### src/rtl/pipeline_ctrl_pkg.sv
`default_nettype none
// ----------------------------------------------------------------------------
// pipeline_ctrl_pkg : shared exception codes, stall bus encodings and FSM states
// Rev 1.0
// ----------------------------------------------------------------------------
package pipeline_ctrl_pkg;

  localparam int unsigned c_exc_code_w = 5;
  typedef logic [c_exc_code_w-1:0] exc_code_t;

  localparam exc_code_t c_ec_int     = 5'h00;
  localparam exc_code_t c_ec_syscall = 5'h08;
  localparam exc_code_t c_ec_break   = 5'h09;
  localparam exc_code_t c_ec_ri      = 5'h0a;
  localparam exc_code_t c_ec_ov      = 5'h0c;
  localparam exc_code_t c_ec_none    = 5'h10;
  localparam exc_code_t c_ec_eret    = 5'h11;

  localparam logic c_stop   = 1'b1;
  localparam logic c_nostop = 1'b0;

  localparam int unsigned c_stall_w = 6;
  typedef logic [c_stall_w-1:0] stall_bus_t;

  localparam stall_bus_t c_stall_none = {c_stall_w{c_nostop}};
  localparam stall_bus_t c_stall_all  = {c_stall_w{c_stop}};
  localparam stall_bus_t c_stall_mem  = 6'b011111;
  localparam stall_bus_t c_stall_ex   = 6'b001111;
  localparam stall_bus_t c_stall_id   = 6'b000111;
  localparam stall_bus_t c_stall_if   = 6'b000011;

  typedef enum logic [1:0] {
    S_RUN   = 2'd0,
    S_PEND  = 2'd1,
    S_FLUSH = 2'd2
  } ctrl_state_t;

  // The oldest stalled stage wins: it freezes itself and everything younger.
  function automatic stall_bus_t stall_encode(input logic mem_req, input logic ex_req,
                                              input logic id_req, input logic if_req);
    stall_bus_t v;
    if (mem_req)     v = c_stall_mem;
    else if (ex_req) v = c_stall_ex;
    else if (id_req) v = c_stall_id;
    else if (if_req) v = c_stall_if;
    else             v = c_stall_none;
    return v;
  endfunction

endpackage
`default_nettype wire

### src/rtl/pipeline_ctrl_if.sv
`default_nettype none
// ----------------------------------------------------------------------------
// pipeline_ctrl_if : stall request / exception / stall-flush bundle
// Rev 1.0
// ----------------------------------------------------------------------------
interface pipeline_ctrl_if;
  import pipeline_ctrl_pkg::*;

  logic        stallreq_if;
  logic        stallreq_id;
  logic        stallreq_ex;
  logic        stallreq_mem;
  exc_code_t   exc_code_i;
  logic [31:0] exc_epc_i;
  logic [31:0] cp0_epc_i;
  stall_bus_t  stall;
  logic        flush;
  logic [31:0] flush_pc;
  logic        exc_commit;
  logic        stall_tmo;

  modport master (
    output stallreq_if, stallreq_id, stallreq_ex, stallreq_mem,
    output exc_code_i, exc_epc_i, cp0_epc_i,
    input  stall, flush, flush_pc, exc_commit, stall_tmo
  );

  modport slave (
    input  stallreq_if, stallreq_id, stallreq_ex, stallreq_mem,
    input  exc_code_i, exc_epc_i, cp0_epc_i,
    output stall, flush, flush_pc, exc_commit, stall_tmo
  );

endinterface
`default_nettype wire

### src/rtl/stall_watchdog.sv
`default_nettype none
// ----------------------------------------------------------------------------
// stall_watchdog : saturating stall-cycle counter with sticky timeout flag
// Built only with CTRL_STALL_WATCHDOG_EN.  Rev 1.0
// ----------------------------------------------------------------------------
`ifdef CTRL_STALL_WATCHDOG_EN
module stall_watchdog #(
  parameter logic [15:0] STALL_TMO = 16'd4096
) (
  input  wire  cpu_clk_75M,
  input  wire  cpu_rst_n,
  input  wire  i_stall_any,
  input  wire  i_flush,
  output logic o_stall_tmo
);

  logic [15:0] r_cnt;
  logic [15:0] w_cnt_nxt;
  logic        r_tmo;

  always_comb begin
    w_cnt_nxt = r_cnt;
    if (i_flush || !i_stall_any) w_cnt_nxt = 16'd0;
    else if (r_cnt != 16'hFFFF)  w_cnt_nxt = r_cnt + 16'd1;
  end

  always_ff @(posedge cpu_clk_75M or negedge cpu_rst_n) begin
    if (!cpu_rst_n) begin
      r_cnt <= 16'd0;
      r_tmo <= 1'b0;
    end else begin
      r_cnt <= w_cnt_nxt;
      if (w_cnt_nxt >= STALL_TMO) r_tmo <= 1'b1;
    end
  end

  assign o_stall_tmo = r_tmo;

endmodule
`endif
`default_nettype wire

### src/rtl/pipeline_ctrl.sv
`default_nettype none
// ----------------------------------------------------------------------------
// pipeline_ctrl : MiniMIPS32 stall arbitration, exception/ERET flush and redirect
// Option CTRL_STALL_WATCHDOG_EN adds the stall watchdog.  Rev 1.0
// ----------------------------------------------------------------------------
module pipeline_ctrl
  import pipeline_ctrl_pkg::*;
#(
  parameter logic [31:0] EXC_VECTOR = 32'hBFC0_0380
`ifdef CTRL_STALL_WATCHDOG_EN
  ,
  parameter logic [15:0] STALL_TMO  = 16'd4096
`endif
) (
  input  wire            cpu_clk_75M,
  input  wire            cpu_rst_n,
  pipeline_ctrl_if.slave bus
);

  ctrl_state_t r_state;
  ctrl_state_t w_state_nxt;
  logic        r_flush;
  logic        w_flush_nxt;
  logic [31:0] r_flush_pc;
  logic [31:0] w_flush_pc_nxt;
  logic        r_exc_commit;
  logic        w_exc_commit_nxt;
  logic [31:0] r_pend_pc;
  logic [31:0] w_pend_pc_nxt;
  logic        r_pend_commit;
  logic        w_pend_commit_nxt;
  stall_bus_t  w_stall;
  stall_bus_t  w_stall_out;
  logic        w_exc_take;
  logic        w_is_eret;
  logic [31:0] w_exc_target;
  logic        w_stall_tmo;

  assign w_is_eret    = (bus.exc_code_i == c_ec_eret);
  assign w_exc_take   = (bus.exc_code_i != c_ec_none) && !bus.stallreq_mem;
  assign w_exc_target = w_is_eret ? bus.cp0_epc_i : EXC_VECTOR;

  always_comb begin
    w_state_nxt       = r_state;
    w_flush_nxt       = 1'b0;
    w_flush_pc_nxt    = 32'd0;
    w_exc_commit_nxt  = 1'b0;
    w_pend_pc_nxt     = r_pend_pc;
    w_pend_commit_nxt = r_pend_commit;
    w_stall           = c_stall_none;
    case (r_state)
      S_RUN: begin
        w_stall = stall_encode(bus.stallreq_mem, bus.stallreq_ex,
                               bus.stallreq_id, bus.stallreq_if);
        if (w_exc_take) begin
          if (!bus.stallreq_if) begin
            w_state_nxt      = S_FLUSH;
            w_flush_nxt      = 1'b1;
            w_flush_pc_nxt   = w_exc_target;
            w_exc_commit_nxt = !w_is_eret;
          end else begin
            // Fetch still owns the bus; hold the redirect until it lets go.
            w_state_nxt       = S_PEND;
            w_pend_pc_nxt     = w_exc_target;
            w_pend_commit_nxt = !w_is_eret;
          end
        end
      end
      S_PEND: begin
        w_stall = c_stall_all;
        if (!bus.stallreq_if) begin
          w_state_nxt       = S_FLUSH;
          w_flush_nxt       = 1'b1;
          w_flush_pc_nxt    = r_pend_pc;
          w_exc_commit_nxt  = r_pend_commit;
          w_pend_pc_nxt     = 32'd0;
          w_pend_commit_nxt = 1'b0;
        end
      end
      S_FLUSH: w_state_nxt = S_RUN;
      default: w_state_nxt = S_RUN;
    endcase
  end

  always_ff @(posedge cpu_clk_75M or negedge cpu_rst_n) begin
    if (!cpu_rst_n) begin
      r_state       <= S_RUN;
      r_flush       <= 1'b0;
      r_flush_pc    <= 32'd0;
      r_exc_commit  <= 1'b0;
      r_pend_pc     <= 32'd0;
      r_pend_commit <= 1'b0;
    end else begin
      r_state       <= w_state_nxt;
      r_flush       <= w_flush_nxt;
      r_flush_pc    <= w_flush_pc_nxt;
      r_exc_commit  <= w_exc_commit_nxt;
      r_pend_pc     <= w_pend_pc_nxt;
      r_pend_commit <= w_pend_commit_nxt;
    end
  end

  // Stall is combinational, so gate it to keep the whole pipe running while in reset.
  assign w_stall_out    = cpu_rst_n ? w_stall : c_stall_none;
  assign bus.stall      = w_stall_out;
  assign bus.flush      = r_flush;
  assign bus.flush_pc   = r_flush_pc;
  assign bus.exc_commit = r_exc_commit;
  assign bus.stall_tmo  = w_stall_tmo;

`ifdef CTRL_STALL_WATCHDOG_EN
  stall_watchdog #(
    .STALL_TMO (STALL_TMO)
  ) u_stall_watchdog (
    .cpu_clk_75M (cpu_clk_75M),
    .cpu_rst_n   (cpu_rst_n),
    .i_stall_any (|w_stall_out),
    .i_flush     (r_flush),
    .o_stall_tmo (w_stall_tmo)
  );
`else
  assign w_stall_tmo = 1'b0;
`endif

endmodule
`default_nettype wire

### src/flat_wrapper.sv
// flat-port wrapper written by rule: the top's interface ports become plain ports
module pipeline_ctrl_flat import pipeline_ctrl_pkg::*;
#(
  parameter logic [31:0] EXC_VECTOR = 32'hBFC0_0380

)
  (cpu_clk_75M, cpu_rst_n, bus_stallreq_if, bus_stallreq_id, bus_stallreq_ex, bus_stallreq_mem, bus_exc_code_i, bus_exc_epc_i, bus_cp0_epc_i, bus_stall, bus_flush, bus_flush_pc, bus_exc_commit, bus_stall_tmo);
  pipeline_ctrl_if bus_i ();
  input  wire cpu_clk_75M;
  input  wire cpu_rst_n;
  input wire logic [$bits(bus_i.stallreq_if)-1:0] bus_stallreq_if;
  input wire logic [$bits(bus_i.stallreq_id)-1:0] bus_stallreq_id;
  input wire logic [$bits(bus_i.stallreq_ex)-1:0] bus_stallreq_ex;
  input wire logic [$bits(bus_i.stallreq_mem)-1:0] bus_stallreq_mem;
  input wire logic [$bits(bus_i.exc_code_i)-1:0] bus_exc_code_i;
  input wire logic [$bits(bus_i.exc_epc_i)-1:0] bus_exc_epc_i;
  input wire logic [$bits(bus_i.cp0_epc_i)-1:0] bus_cp0_epc_i;
  output wire logic [$bits(bus_i.stall)-1:0] bus_stall;
  output wire logic [$bits(bus_i.flush)-1:0] bus_flush;
  output wire logic [$bits(bus_i.flush_pc)-1:0] bus_flush_pc;
  output wire logic [$bits(bus_i.exc_commit)-1:0] bus_exc_commit;
  output wire logic [$bits(bus_i.stall_tmo)-1:0] bus_stall_tmo;
  assign bus_i.stallreq_if = bus_stallreq_if;
  assign bus_i.stallreq_id = bus_stallreq_id;
  assign bus_i.stallreq_ex = bus_stallreq_ex;
  assign bus_i.stallreq_mem = bus_stallreq_mem;
  assign bus_i.exc_code_i = bus_exc_code_i;
  assign bus_i.exc_epc_i = bus_exc_epc_i;
  assign bus_i.cp0_epc_i = bus_cp0_epc_i;
  assign bus_stall = bus_i.stall;
  assign bus_flush = bus_i.flush;
  assign bus_flush_pc = bus_i.flush_pc;
  assign bus_exc_commit = bus_i.exc_commit;
  assign bus_stall_tmo = bus_i.stall_tmo;
  pipeline_ctrl #(.EXC_VECTOR(EXC_VECTOR)) u_core (.cpu_clk_75M(cpu_clk_75M), .cpu_rst_n(cpu_rst_n), .bus(bus_i));
endmodule
### config.mk
export PLATFORM = sky130hd
export DESIGN_NAME = pipeline_ctrl_flat
export DESIGN_NICKNAME = d
export VERILOG_FILES = /design/src/rtl/pipeline_ctrl_pkg.sv /design/src/rtl/pipeline_ctrl_if.sv /design/src/rtl/stall_watchdog.sv /design/src/rtl/pipeline_ctrl.sv /design/src/flat_wrapper.sv
export SDC_FILE = /design/constraint.sdc
export NUM_CORES = 1
export LEC_CHECK = 0
export BUFFER_PORTS_ARGS = -buffer_cell sky130_fd_sc_hd__buf_4
export CAP_MARGIN = 40
export CORE_ASPECT_RATIO = 1.25
export CORE_MARGIN = 2
export CORE_UTILIZATION = 45
export CTS_CLUSTER_DIAMETER = 100
export DETAILED_ROUTE_END_ITERATION = 6
export PLACE_DENSITY = 0.74
export SLEW_MARGIN = 10
export SYNTH_ARGS = -nofsm -noshare
export SYNTH_HDL_FRONTEND = slang
export SYNTH_SLANG_ARGS = --single-unit
### constraint.sdc
create_clock -name cpu_clk_75M -period 1.8 [get_ports cpu_clk_75M]
set_input_delay 0.18 -clock cpu_clk_75M [delete_from_list [all_inputs] [get_ports cpu_clk_75M]]
set_output_delay 0.18 -clock cpu_clk_75M [all_outputs]
set_load 0.1 [all_outputs]
## Word-level counts from Yosys, hierarchy flattened

Cells that the tools add are included.

- Flip-flop bits (word level): 69
- Output and inout port bits: 41
- Logic and storage cells: 49

- Equality and inequality tests: 6
- Muxes and demuxes: 30
- Reductions and logical operators: 7

Operators with widths:

| operator | number |
|---|---|
| 2-to-1 mux 32 bit | 7 |
| case mux 32 bit (2 select lines) | 2 |
| 2-to-1 mux 6 bit | 4 |
| case mux 6 bit (2 select lines) | 1 |
| 2-to-1 mux 1 bit | 8 |
| 2-to-1 mux 2 bit | 4 |
| case mux 1 bit (2 select lines) | 3 |
| equality test 5 bit (second input constant) | 1 |
| inequality test 5 bit (second input constant) | 1 |
| inequality test 2 bit (second input constant) | 2 |
| case mux 2 bit (2 select lines) | 1 |
| AND reduction 4 bit | 1 |
| equality test 2 x 1 -> 1 bit (second input constant) | 1 |
| logical NOT 1 bit | 2 |
| logical NOT 2 bit | 1 |
| inequality test 2 x 1 -> 1 bit (second input constant) | 1 |
| AND reduction 2 bit | 1 |
| nonzero test 2 bit | 1 |
| logical AND 1 bit | 1 |

## Depth between registers and ports, before layout

- Word-level depth: 6
- Depth in mapped cells: 6
- Mapped depth without buffers: 3

## Least setup slack after synthesis

Ideal clock, no wire load.

- Kind: reg-to-output
- Start point: reg u_core.r_state[1]
- End point: out bus_stall[1]
- Arrival: 2714 ps
- Required time: 1620 ps
- Setup slack: -1094 ps
- Stages on the path, launching flop included: 5
- Path buffers: 2
- Path through: dfrtp_1 buf_2 nand2b_1 a21oi_1 buf_4

- Word-level cells in the longest chain between the ends: 3

Ends and longest elaborated chain:

| element | line | RTL |
|---|---|---|
| start, declared | pipeline_ctrl.sv:20 | `ctrl_state_t r_state;` |
| start signal, assigned | pipeline_ctrl.sv:94 | `r_state <= w_state_nxt;` |
| equality test 2 x 1 -> 1 bit / logical NOT 2 bit (equally long branches) | pipeline_ctrl.sv:51 | `case (r_state)` |
| case mux 6 bit (2 select lines) (*) | pipeline_ctrl.sv:51 |  |
| 2-to-1 mux 6 bit (*) | pipeline_ctrl.sv:104 | `assign w_stall_out = cpu_rst_n ? w_stall : c_stall_none;` |
| end, declared | flat_wrapper.sv:18 | `output wire logic [$bits(bus_i.stall)-1:0] bus_stall;` |

Every way passes the cells marked *; elsewhere a longest branch is shown, timed or not.

## Final worst setup path

- Start point: reg u_core.r_state[0]
- End point: reg u_core.r_pend_pc[1]

- Word-level cells in the longest chain between the ends: 3

Ends and longest elaborated chain:

| element | line | RTL |
|---|---|---|
| equality test 2 x 1 -> 1 bit / logical NOT 2 bit (equally long branches) | pipeline_ctrl.sv:51 |  |
| inequality test 2 bit (no source line) (tied with other cells) | n/a |  |
| AND reduction 4 bit (no source line) | n/a |  |
| end signal, assigned | pipeline_ctrl.sv:98 | `r_pend_pc <= w_pend_pc_nxt;` |
| end, declared | pipeline_ctrl.sv:28 | `logic [31:0] r_pend_pc;` |

Several ways; a longest one is shown, not always the timed one.
A chain may end at the register's enable or synchronous reset.

==> results.py <==
metrics = {
    "yosys": {
        "synthesis.area_sq_um": 2820,
        "synth_compound_area_share_pct": 23.9,
        "synthAdderAreaFrac_pct": 0,
        "synth_top_area_share_pct": 61.1,
        "synth-edff-count": 0,
        "synth_cell_type_count": 33,
        "synth_nets": 300,
        "ys.flop_type": "dfrtp_1",
        "postSynthAreaPerCell_sq_um": 12.6,
        "post-synth-top-count-cell": "dfrtp_1",
        "synthSimpleGateAreaFrac_pct": 8.42,
        "syn_inst": 225,
        "ys_seq_area_share_pct": 61.1,
        "ys_warn_count": 0,
        "netlist_top_cells_count": "dfrtp_1, nand2_1, a22o_1",
        "yosys.area.top_type": "dfrtp_1",
        "ys_async_sr_fraction_pct": 100,
        "synthXorXnorAreaFrac_pct": 0,
        "synth_top_family_by_area": "compound AO/OA/AOI/OAI gates",
        "synth.area.top_cells": "dfrtp_1, a32o_1, a22o_1",
        "synth_seq_cells": 69,
        "synth.area.mux_share_pct": 0,
    },
    "final_layout": {
        "nFillCells": 498,
        "layout.nets": 384,
        "design_area_sq_um": 3890,
        "drive_gt1_share_pct": 40.8,
        "diodes": 0,
        "multi_input_area_sq_um": 960,
        "final_core_util_pct": 63.5,
        "seqCellArea_sq_um": 1730,
        "area_growth_pct": 37.8,
    },
    "grt": {
        "grt-ovfl-total": 0,
        "grt_first_pass_wirelength_microns": 9550,
        "grt_usage_pct": 18.3,
        "grt_max_degree": 70,
        "grt_pass1_vias": 2048,
        "antenna_found_initial": 0,
    },
    "pwr": {
        "peakVddDrop_mv": 0.471,
        "switching_share_pct": 27.9,
        "p_clk_share_pct": 40.9,
        "power_density_nw_per_um2": 1080,
        "power_frac_seq_pct": 40.8,
        "p_comb_share_pct": 18.3,
        "intPower_uw": 3030,
        "p_sw_uw": 1170,
        "p_leak_uw": 0.00193,
    },
    "detailed_routing": {
        "first_iter_violations": 123,
        "firstDrtPassIters": 4,
        "wirelength_microns": 6130,
        "post_drt_wl_per_cell_microns": 15.4,
        "viasPerCell": 5.27,
        "num_vias": 2101,
        "drcViolationCount": 0,
        "ant_nets": 0,
    },
    "setup_path": {
        "cp-start-kind": "flip-flop",
        "r2r-start": "u_core.r_state[0]",
        "critPathArrivalTime_ns": 2.03,
        "worst-path-max-fanout": 10,
        "endpoint_kind": "flip-flop",
        "crit_path_start": "u_core.r_state[0]",
        "cp.required_ns": 2.08,
        "critPathKind": "flip-flop to flip-flop",
    },
    "floorplanning": {
        "die_x_microns": 74.9,
        "core.rowCount": 32,
        "io-pin-count": 116,
        "core_sq_um": 6130,
        "initial_core_util_pct": 46.1,
        "dieHeight_microns": 92.6,
        "die-area_sq_um": 6930,
    },
    "placed_design": {
        "hpwl_microns": 3850,
        "dpl_worst_slack_ns": 0.156,
        "gp_congestion": 0.735,
        "port_buffers": 82,
        "placed_area_sq_um": 3510,
    },
    "sta": {
        "grt_setup_unrepaired": "yes",
        "tns_ns": 0,
        "setup_viol_count_final": 0,
        "hold_viol_final": 0,
        "fin_crit_ns": 1.75,
        "hold_slack_ns": 0.0499,
        "setup_ws_ns": 0.0480,
        "post-route-period-util_pct": 97.3,
        "tightest_slew_ns": 0.860,
        "fmax_ghz": 0.571,
        "slew_headroom_pct": 42.7,
        "finalMaxSlewViolations": 0,
        "skew_ns": 0.00647,
    },
    "clocking": {
        "clkLatencyLatePin_ns": 0.34,
        "clkTransAtPathRegs_ns": 0.07,
        "clock-sinks": 69,
        "hold_buffers": 0,
        "h-tree-depth": 3,
        "numCtsBuffers": 9,
        "cts-root-buf": "clkbuf_8",
        "ctsLongestPathBuffers": 2,
        "cts_tree": "done",
    },
    "outcome": {
        "run_status": "complete, no violations",
    },
    "flow_run": {
        "drv_cap": 0,
    },
    "hold_path": {
        "hold_class": "input port to async pin",
    },
}
## what timing repair did
item / CTS / global route
cloned: 0 / 1
endpoints found under the setup margin: 3 / 8
setup buffers: 1 / 0
resized for setup: 6 / 9
## registers in the layout, summed over array words and instances, names as in the netlist
register,count
u_core.bus.exc_commit,1
u_core.bus.flush,1
u_core.bus.flush_pc,32
u_core.r_pend_commit,1
u_core.r_pend_pc,32
u_core.r_state,2
## final timing paths
kind | to | slack (ns) | depth (start not counted)
min in group cpu_clk_75M | u_core.r_pend_pc[20] | 0.06 | 2
worst max-delay path | u_core.r_pend_pc[1] | 0.05 | 5
worst min register to register | u_core.bus.flush_pc[26] | 0.48 | 2
max in group asynchronous | u_core.r_state[0] | 1.17 | 2
worst min-delay path | u_core.bus.exc_commit | 0.05 | 2
worst max register to register | u_core.r_pend_pc[1] | 0.05 | 5
## cell usage in the layout (no fill, tap or decap), types with 2 or more instances in the layout
cell	n
a211oi_1	3
a32o_2	2
buf_12	3
a32o_1	18
nor3_1	2
o21ai_0	13
buf_6	4
inv_1	3
clkbuf_8	11
bufinv_16	4
a2bb2oi_1	12
buf_4	88
nor2_1	5
a21oi_1	12
a22o_1	20
or4b_4	2
dfrtp_1	68
nor3_4	2
nand2_1	24
## logic make-up (layout without fill, tap and decap cells)
| family | count (synthesis) | after routing |
|---|---|---|
| DFF | 69 | 69 |
| AOI/OAI and AO/OA | 85 | 85 |
| buffers and inverters | 27 | 116 |
| other | 1 | 1 |
| and+or+nand+nor | 43 | 43 |
## power groups by stage
| stage | combinational (uW) | sequential [uW] | clock (uW) |
|---|---|---|---|
| after detailed placement | 745 | 1750 | 0 |
| after floorplan | 287 | 1970 | 0 |
| final | 769 | 1710 | 1720 |
| after CTS | 759 | 1710 | 1750 |
| after global routing | 819 | 1730 | 1810 |
| after global placement | 736 | 1740 | 0 |
## through the flow
step	std cells	total power, uW
2_1_floorplan	225	2260
3_3_place_gp	381	2480
3_5_place_dp	381	2490
4_1_cts	398	4220
5_1_grt	399	4350
6_report	399	4200
## per-layer routing
metal / global-route usage (%) / vias up / part of all wire, %
met1: 22.6 / 1024 / 40
met3: 4.35 / 9 / 5.5
met4: 8.33 / 0 / 1.9
li1: - / 1004 / -
met5: 0 / - / 0
met2: 29.6 / 64 / 53
## area by class of cell
class	instances	area share, %
Clock inverter	5	3.31
Sequential cell	69	44.4
Multi-Input combinational cell	129	24.7
Inverter	3	0.289
Tap cell	85	2.73
Timing Repair Buffer	97	20.7
Clock buffer	11	3.89
## critical path, stage by stage, from the launching register on
cell and delay (ns):
dfrtp_2 0.43, buf_6 0.14, or4b_4 0.54, nor3_4 0.24, clkbuf_16 0.22, a32o_2 0.12
(Power assumes the default switching activity.)
